--- config.mk ---
export PLATFORM = sky130hd
export DESIGN_NAME = mul16_seq_ctrl
export DESIGN_NICKNAME = d
export VERILOG_FILES = /design/src/rtl/mul16_seq_ctrl_pkg.sv /design/src/rtl/arr_mul_8.sv /design/src/rtl/mul16_seq_ctrl.sv
export SDC_FILE = /design/constraint.sdc
export NUM_CORES = 1
export LEC_CHECK = 0
export ABC_CLOCK_PERIOD_IN_PS = 34500
export BUFFER_PORTS_ARGS = -buffer_cell sky130_fd_sc_hd__buf_2
export CAP_MARGIN = 20
export CORE_UTILIZATION = 65
export CTS_CLUSTER_SIZE = 25
export DETAILED_ROUTE_END_ITERATION = 8
export PLACE_DENSITY = 0.86
export SKIP_CTS_REPAIR_TIMING = 1
export SLEW_MARGIN = 25
export SYNTH_ARGS = -nofsm -noshare
export SYNTH_HDL_FRONTEND = slang
export SYNTH_SLANG_ARGS = --single-unit
--- constraint.sdc ---
create_clock -name clk -period 34.5 [get_ports clk]
set_clock_uncertainty 0.15 [all_clocks]
set_input_delay 3.45 -clock clk [delete_from_list [all_inputs] [get_ports clk]]
set_output_delay 3.45 -clock clk [all_outputs]
set_load 0.02 [all_outputs]
--- src/rtl/mul16_seq_ctrl_pkg.sv ---
// Shared types and constants for the
// sequential 16x16 multiplier controller.
package mul16_seq_ctrl_pkg;

  localparam int OPW   = 16;
  localparam int HALFW = 8;
  localparam int PRODW = 32;

  typedef enum logic [1:0] {
    S_IDLE = 2'd0,
    S_MUL  = 2'd1,
    S_DONE = 2'd2
  } state_e;

  localparam logic [1:0] PH0 = 2'd0;
  localparam logic [1:0] PH1 = 2'd1;
  localparam logic [1:0] PH2 = 2'd2;
  localparam logic [1:0] PH3 = 2'd3;

endpackage

--- src/rtl/arr_mul_8.sv ---
// 8x8 unsigned array multiplier built
// from gated shifted rows.
module arr_mul_8 (
  input  logic [7:0]  a_i,
  input  logic [7:0]  b_i,
  output logic [15:0] p_o
);

  logic [15:0] sum;

  always_comb begin
    sum = '0;
    for (int i = 0; i < 8; i++) begin
      if (b_i[i]) begin
        sum = sum + ({8'b0, a_i} << i);
      end
    end
  end

  assign p_o = sum;

endmodule

--- src/rtl/mul16_seq_ctrl.sv ---
// 16x16 unsigned multiplier sharing one
// 8x8 array multiplier over four phases.
module mul16_seq_ctrl
  import mul16_seq_ctrl_pkg::*;
(
  input  logic             clk,
  input  logic             rst_n,
  input  logic             in_valid,
  output logic             in_ready,
  input  logic [OPW-1:0]   a,
  input  logic [OPW-1:0]   b,
  output logic             out_valid,
  input  logic             out_ready,
  output logic [PRODW-1:0] product,
  output logic             busy
);

  state_e             state_q, state_d;
  logic [1:0]         phase_q, phase_d;
  logic [OPW-1:0]     a_q, a_d;
  logic [OPW-1:0]     b_q, b_d;
  logic [PRODW-1:0]   acc_q, acc_d;

  logic [HALFW-1:0]   mul_a, mul_b;
  logic [2*HALFW-1:0] pp;
  logic [PRODW-1:0]   pp_ext, pp_sh;

  always_comb begin
    mul_a = a_q[HALFW-1:0];
    mul_b = b_q[HALFW-1:0];
    pp_sh = '0;
    unique case (phase_q)
      PH0: begin
        mul_a = a_q[HALFW-1:0];
        mul_b = b_q[HALFW-1:0];
        pp_sh = pp_ext;
      end
      PH1: begin
        mul_a = a_q[OPW-1:HALFW];
        mul_b = b_q[HALFW-1:0];
        pp_sh = pp_ext << HALFW;
      end
      PH2: begin
        mul_a = a_q[HALFW-1:0];
        mul_b = b_q[OPW-1:HALFW];
        pp_sh = pp_ext << HALFW;
      end
      PH3: begin
        mul_a = a_q[OPW-1:HALFW];
        mul_b = b_q[OPW-1:HALFW];
        pp_sh = pp_ext << OPW;
      end
      default: pp_sh = '0;
    endcase
  end

  arr_mul_8 u_mul (
    .a_i (mul_a),
    .b_i (mul_b),
    .p_o (pp)
  );

  assign pp_ext = {{(PRODW-2*HALFW){1'b0}}, pp};

  always_comb begin
    state_d = state_q;
    phase_d = phase_q;
    a_d     = a_q;
    b_d     = b_q;
    acc_d   = acc_q;
    unique case (state_q)
      S_IDLE: begin
        if (in_valid) begin
          a_d     = a;
          b_d     = b;
          acc_d   = '0;
          phase_d = PH0;
          state_d = S_MUL;
        end
      end
      S_MUL: begin
        acc_d   = acc_q + pp_sh;
        phase_d = phase_q + 2'd1;
        if (phase_q == PH3) begin
          state_d = S_DONE;
        end
      end
      S_DONE: begin
        if (out_ready) begin
          state_d = S_IDLE;
        end
      end
      default: state_d = S_IDLE;
    endcase
  end

  always_ff @(posedge clk) begin
    if (!rst_n) begin
      state_q <= S_IDLE;
      phase_q <= PH0;
      a_q     <= '0;
      b_q     <= '0;
      acc_q   <= '0;
    end else begin
      state_q <= state_d;
      phase_q <= phase_d;
      a_q     <= a_d;
      b_q     <= b_d;
      acc_q   <= acc_d;
    end
  end

  assign busy      = (state_q != S_IDLE);
  assign in_ready  = !busy;
  assign out_valid = (state_q == S_DONE);
  assign product   = acc_q;

endmodule

==> key figures, run 1 <==
Pwr
  • Pleak: 0.00400 uW
  • Seq pwr share: 0.334
  • Comb pwr share: 0.316
  • Pwr/cell area: 29.3 nW/um^2
  • Int Pwr: 162 uW
  • Clk network pwr share: 0.350
  • Maximum VDD drop: approximately 0.034 mV
  • Switch share: 0.361
  • Net Sw Power: 91.2 uW

Synth
  • Synth Area in XOR/XNOR: 0.0653
  • Synth warnings: 0
  • Synth Area in Compound Gates: 0.281
  • Post-synth EDFFs: 0
  • Syn_area_per_cell: about 7.6 um^2
  • Post-synth ARST share: 0
  • Synth Instances: about 1000
  • Synth Cell Area: about 7900 um^2
  • Register area share after synthesis: 0.172
  • #FFs+latches synth: 68
  • Syn nets: around 1200
  • Post-synthesis simple-gate area fraction: 0.226
  • Post-synthesis mux area share: 0.0582
  • Post-Synth Adder-Cell Area: 0.157
  • Ys flop type: dfxtp_1
  • Unique masters post-synth: 90
  • Largest family of logic cells by synthesized area: compound AO/OA/AOI/OAI gates

Finish
  • Commonest non-fill, non-tap cell in the layout: nand2_1
  • Nets@finish: 1225
  • Area grow syn2layout: 9.24%
  • Final Core Density: 0.744
  • Most frequent cells in the layout: nand2_1, a21oi_1, nor2_1
  • Seq. cell area: 1360 um^2
  • Diode count: 0
  • Number of fill cells: ~900
  • Share of cells above drive strength 1: 0.127
  • Multi-input logic area: 6240 um^2

Clocking
  • CTS Sinks: 68
  • Clock buffer depth: 2
  • TritonCTS buffer count: 9
  • CTS tree: done
  • CTS clk-pin slew, worst paths: 0.06 ns
  • Htree depth: 3
  • Clock Latency Late Sink: 0.34 ns
  • Clock root buffer: clkbuf_16

Critical path
  • R2R cell count: 61
  • CP dominant cell by count: ha_1
  • Crit path max fanout: 16
  • Setup crit start: phase_q[1]$_SDFFE_PN0P_
  • R2r setup slk: 19.20 ns
  • Slowest CP cell: ha_1
  • Required @ worst endpoint: ~35 ns
  • Slowest Stage Delay on Critical Path: approximately 0.65 ns
  • Worst Setup Start Kind: flip-flop
  • Worst Setup End Kind: flip-flop
  • CP Data Arrival Time: 15.40 ns
  • Worst r2r src: phase_q[1]$_SDFFE_PN0P_
  • Worst setup path endpoint: product[31]$_SDFFE_PN0P_
  • Critical path class: flip-flop to flip-flop
  • Worst R2R End: product[31]$_SDFFE_PN0P_

STA
  • Setup repair after global routing missed its margin: no
  • Fin crit share: 0.444
  • TNS Setup: 0 ns
  • Fin. Hold Viols: 0
  • Worst Tran Pin Value: 0.957 ns
  • Rel. slew slack: 0.361
  • Final slew viol count: 0
  • Period minus WS final: 15.30 ns
  • Worst Slack Setup Final: 19.20 ns
  • Count of final setup violators: 0
  • Fmax achieved: 0.0654 GHz

Hold path
  • Worst hold path class: flip-flop to flip-flop

Routing
  • Antenna-violating nets left: 0
  • Via Count: 8273
  • Iter 0 DRT Violations: 695
  • Top layer in use: met4
  • Met2 wire length: 9.92 mm
  • DRT Pass-1 Iters: 7
  • Avg Vias per Cell: 6.64
  • Post-route DRC: 0
  • Total Wirelength: roughly 22 mm
  • Met1 Wirelength: 9.77 mm
  • WL/cell: 17.9 um
  • DR WL met3: 1.81 mm

GRT
  • Grt ovf: 0
  • Vias in the first global route: 7670
  • First-pass GRT wire length: approximately 37 mm
  • Largest net degree at the start of global routing: 63
  • Initial antenna violation count: 0
  • Total Routing Usage GR: 0.361

Die
  • Row count: 39
  • Die ar.: 12600 um^2
  • Die X: 112 um
  • Chip height: around 110 um
  • Initial Util: 0.681
  • Core Area: between 10000 and 15000 um^2
  • # IOs: 71

Run
  • Maxcap violations: 0

Place
  • Final GP Congestion: 0.977
  • Detailed Place HPWL: roughly 16 mm
  • DP Worst Slack: 19.48 ns
  • IO buf count: 70

Outcome
  • Status: finished, final reports clean
[worst min path at each step]
stage	from	to	slack [ns]	cells after the start
finish	a_q[1]$_SDFFE_PN0P_	a_q[1]$_SDFFE_PN0P_	0.32	2
global route	a_q[8]$_SDFFE_PN0P_	a_q[8]$_SDFFE_PN0P_	0.34	2
CTS	a_q[1]$_SDFFE_PN0P_	a_q[1]$_SDFFE_PN0P_	0.32	2
detailed placement	a_q[15]$_SDFFE_PN0P_	a_q[15]$_SDFFE_PN0P_	0.30	2
global placement	b_q[12]$_SDFFE_PN0P_	b_q[12]$_SDFFE_PN0P_	0.29	2
floorplan	a_q[15]$_SDFFE_PN0P_	a_q[15]$_SDFFE_PN0P_	0.29	2
[synth_stat cells (5+ instances only)]
| library cell | instances | area share |
|---|---|---|
| or2_2 | 6 | 0.0047 |
| mux2i_1 | 28 | 0.035 |
| and2_1 | 33 | 0.026 |
| and3_1 | 9 | 0.0071 |
| xor2_1 | 16 | 0.018 |
| nor2b_1 | 9 | 0.0071 |
| a211oi_1 | 13 | 0.012 |
| mux2_2 | 14 | 0.020 |
| dfxtp_1 | 68 | 0.17 |
| xnor2_1 | 43 | 0.048 |
| a21o_1 | 21 | 0.020 |
| a21oi_1 | 88 | 0.056 |
| nand2b_1 | 6 | 0.0047 |
| o21a_1 | 12 | 0.011 |
| a211o_1 | 5 | 0.0055 |
| nor3b_1 | 8 | 0.0076 |
| a31oi_1 | 9 | 0.0071 |
| o21bai_1 | 13 | 0.012 |
| inv_1 | 45 | 0.021 |
| o21ai_0 | 62 | 0.039 |
| nand3_1 | 40 | 0.025 |
| nor3_1 | 22 | 0.014 |
| ha_1 | 84 | 0.13 |
| nand2_1 | 122 | 0.058 |
| clkbuf_1 | 33 | 0.016 |
| a21boi_0 | 15 | 0.014 |
| or3_1 | 6 | 0.0047 |
| nor2_1 | 87 | 0.041 |
| o31ai_1 | 8 | 0.0076 |
| fa_1 | 8 | 0.020 |
| o22ai_1 | 11 | 0.0087 |
[routing by layer]
metal,track usage,up-vias
met5,0,-
met4,0.160,0
met3,0.0464,72
met2,0.582,414
met1,0.483,3850
li1,-,3937
[worst max-delay path, delay by kind of cell, from the launching register on]
family                   cells  cell delay [ns]
flip-flops                   1             0.40
adder cells (fa/ha/maj)      9             3.34
buffers and inverters        2             0.58
AO/OA/AOI/OAI               29             5.97
AND/OR/NAND/NOR             15             3.24
multiplexers                 3             0.99
XOR/XNOR                     3             0.52
[state kept, by name (all words and copies together) (netlist names)]
name	flops
b_q	16
product	32
phase_q	2
state_q	2
a_q	16
[final cells by class]
class                   count  share of cell area
multi-input cells         895               0.722
flip-flops and latches     68               0.158
repair buffers             77              0.0466
clock buffers              10              0.0277
well taps                 143              0.0207
inverters                  46              0.0200
clock inverters             6             0.00550
[power by group through the flow]
stage	registers, uW	clock network (uW)	logic, uW
finish	84.6	88.5	79.9
global route	84.9	91.8	87.4
CTS	84.4	87.7	77.9
detailed placement	86.1	0	77.3
global placement	86.0	0	75.0
floorplan	86.1	0	58.4
[kinds of logic (layout without fill, tap and decap cells)]
| group | after synthesis | count (layout) |
|---|---|---|
| buf+inv | 83 | 139 |
| compound gates | 326 | 326 |
| flops | 68 | 68 |
| fa+ha+maj | 95 | 95 |
| mux | 43 | 43 |
| simple gates | 372 | 372 |
| xor+xnor | 59 | 59 |
[per-stage QoR]
step           hold slack, ns  power [uW]  area [um^2]  cells
2_1_floorplan           0.286         144         7910   1046
3_3_place_gp            0.294         161         8350   1229
3_5_place_dp            0.302         163         8350   1229
4_1_cts                 0.321         250         8630   1245
5_1_grt                 0.336         264         8640   1245
6_report                0.317         253         8640   1245
Note: power is estimated with default switching activity, not from simulation.
==> run 2: changes to the inputs <==
- ABC_CLOCK_PERIOD_IN_PS: 34500 -> 13100
- CORE_UTILIZATION: 65 -> 56
- PLACE_DENSITY: 0.86 -> 0.79
- clock period: 34.5 -> 13.1 ns (I/O delays scaled with it)
==> run 2 against run 1 <==
  * Cell count is 7.4% higher
  * Highest routed layer unchanged
  * Largest cell class unchanged
  * Cell area is 12% higher
  * Die area is 16% higher
  * Fmax is 18% higher
  * Worst setup slack worse by 19 ns
  * Combinational power grew to 3.2 times the previous value
  * Utilization is 4.4 points lower
  * Via count is 2.1% higher
  * Non-clock buffer count is 55 higher
==> key figures, run 2 (synthesis results as in run 1) <==
Outcome
  • Status: finished, final reports clean

Clocking
  • Clock buffer depth: 2
  • Htree depth: 3
  • Clock root buffer: clkbuf_16
  • CTS Sinks: between 60 and 70
  • CTS tree: done
  • Clock Latency Late Sink: 0.34 ns
  • CTS clk-pin slew, worst paths: around 0.06 ns
  • TritonCTS buffer count: 9

GRT
  • Grt ovf: 0
  • First-pass GRT wire length: 36.3 mm
  • Vias in the first global route: 7485
  • Total Routing Usage GR: 0.306
  • Largest net degree at the start of global routing: 63
  • Initial antenna violation count: 0

Pwr
  • Maximum VDD drop: around 0.095 mV
  • Pleak: between 0.004 and 0.005 uW
  • Pwr/cell area: approximately 73 nW/um^2

Finish
  • Number of fill cells: 1066
  • Share of cells above drive strength 1: 0.242
  • Commonest non-fill, non-tap cell in the layout: nand2_1
  • Most frequent cells in the layout: nand2_1, nor2_1, a21oi_1
  • Area grow syn2layout: 22.4%
  • Max FFs per register: 32
  • Nets@finish: 1280
  • Non-filler cells, final: approximately 1300
  • Diode count: 0

Hold path
  • Worst hold path class: flip-flop to flip-flop

Routing
  • Antenna-violating nets left: 0
  • Post-route DRC: 0
  • DRT Pass-1 Iters: 5
  • Total Wirelength: 23.8 mm
  • Iter 0 DRT Violations: 753
  • Via Count: 8445
  • Avg Vias per Cell: 6.32
  • WL/cell: 17.8 um

Die
  • Initial Util: 0.572
  • Chip height: between 100 and 150 um
  • Row count: 43
  • # IOs: just over 70
  • Die ar.: approximately 15000 um^2
  • Core Area: 13800 um^2
  • Die X: between 100 and 150 um

Critical path
  • CP Data Arrival Time: between 10 and 15 ns
  • Worst Setup End Kind: flip-flop
  • Critical path class: flip-flop to flip-flop
  • Required @ worst endpoint: 13.20 ns
  • Slowest Stage Delay on Critical Path: 0.42 ns
  • Worst Setup Start Kind: flip-flop
  • Crit path max fanout: 5
  • Slowest CP cell: o41ai_2
  • CP dominant cell by count: ha_4

STA
  • Count of final setup violators: 0
  • WHS: 0.310 ns
  • Rel. slew slack: 0.314
  • Final slew viol count: 0
  • Fmax achieved: 0.0774 GHz
  • Fin crit share: 0.986
  • Worst Tran Pin Value: 1.00 ns
  • Period minus WS final: 12.92 ns
  • Setup repair after global routing missed its margin: yes
  • Fin. Hold Viols: 0

Place
  • IO buf count: 70
  • Final GP Congestion: 0.948
  • DP Cell Count: 1302
  • Detailed Place HPWL: 16.7 mm

Run
  • Maxcap violations: 0
==> run 2: changes by cell type in the layout (fill, tap and decap cells not counted), moves of 7 or more <==
cell      change
a21oi_1      -14
a21oi_2      +13
ha_4         +13
o21ai_0      -12
ha_1         -14
o21ai_1       +8
buf_4        +54
a211oi_1      -7
==> run 2: final timing paths <==
kind                                start                       end  slack (ns)  depth (start not counted)
hold / removal       a_q[15]$_SDFFE_PN0P_      a_q[15]$_SDFFE_PN0P_        0.31                          2
setup / recovery  phase_q[1]$_SDFFE_PN0P_  product[31]$_SDFFE_PN0P_        0.18                         64
hold reg to reg      a_q[15]$_SDFFE_PN0P_      a_q[15]$_SDFFE_PN0P_        0.31                          2
setup reg to reg  phase_q[1]$_SDFFE_PN0P_  product[31]$_SDFFE_PN0P_        0.18                         64
==> run 2: worst max-delay path: cells and delay by family (launching register included) <==
family,cells,cell delay (ns)
AOI/OAI and AO/OA,29,5.30
xor gates and xnor gates,3,0.40
adders and majority gates,9,2.50
buffers and inverters,3,0.29
DFF,1,0.39
muxes,3,0.75
and+or+nand+nor,17,3.03
==> run 2: cell type report <==
cell class / instances / area (um^2) / share of cell area
clock buffer: 9 / 225 / 0.0233
multi-input combinational: 895 / 6810 / 0.703
inverter: 46 / 178 / 0.0184
clock inverter: 7 / 58.8 / 0.00607
sequential: 68 / 1370 / 0.141
tap: 180 / 225 / 0.0233
timing repair buffer: 132 / 820 / 0.0846
==> run 2: through the flow <==
step | power (uW) | setup WS, ns | setup TNS [ns] | instance area [um^2] | util
5_1_grt | 739 | -0.350 | -0.840 | 9680 | 0.700
4_1_cts | 669 | -0.849 | -3.02 | 8960 | 0.648
6_report | 707 | 0.180 | 0 | 9680 | 0.700
3_5_place_dp | 441 | -0.681 | -2.04 | 8670 | 0.627
3_3_place_gp | 435 | -0.278 | -0.278 | 8670 | 0.627
2_1_floorplan | 381 | 0.0984 | 0 | 7910 | -
==> run 2: power breakdown <==
group          switching (uW)  leakage, uW  total [uW]  internal, uW
Clock                     100     0.000133         231           131
Combinational             154      0.00365         254           100
Sequential               7.24     0.000555         222           215
==> run 2: per-layer routing <==
layer  global-route usage  part of all wire
met1                0.425              0.45
met2                0.491              0.46
met3               0.0382             0.068
met4               0.0957             0.020
met5                    0                 0
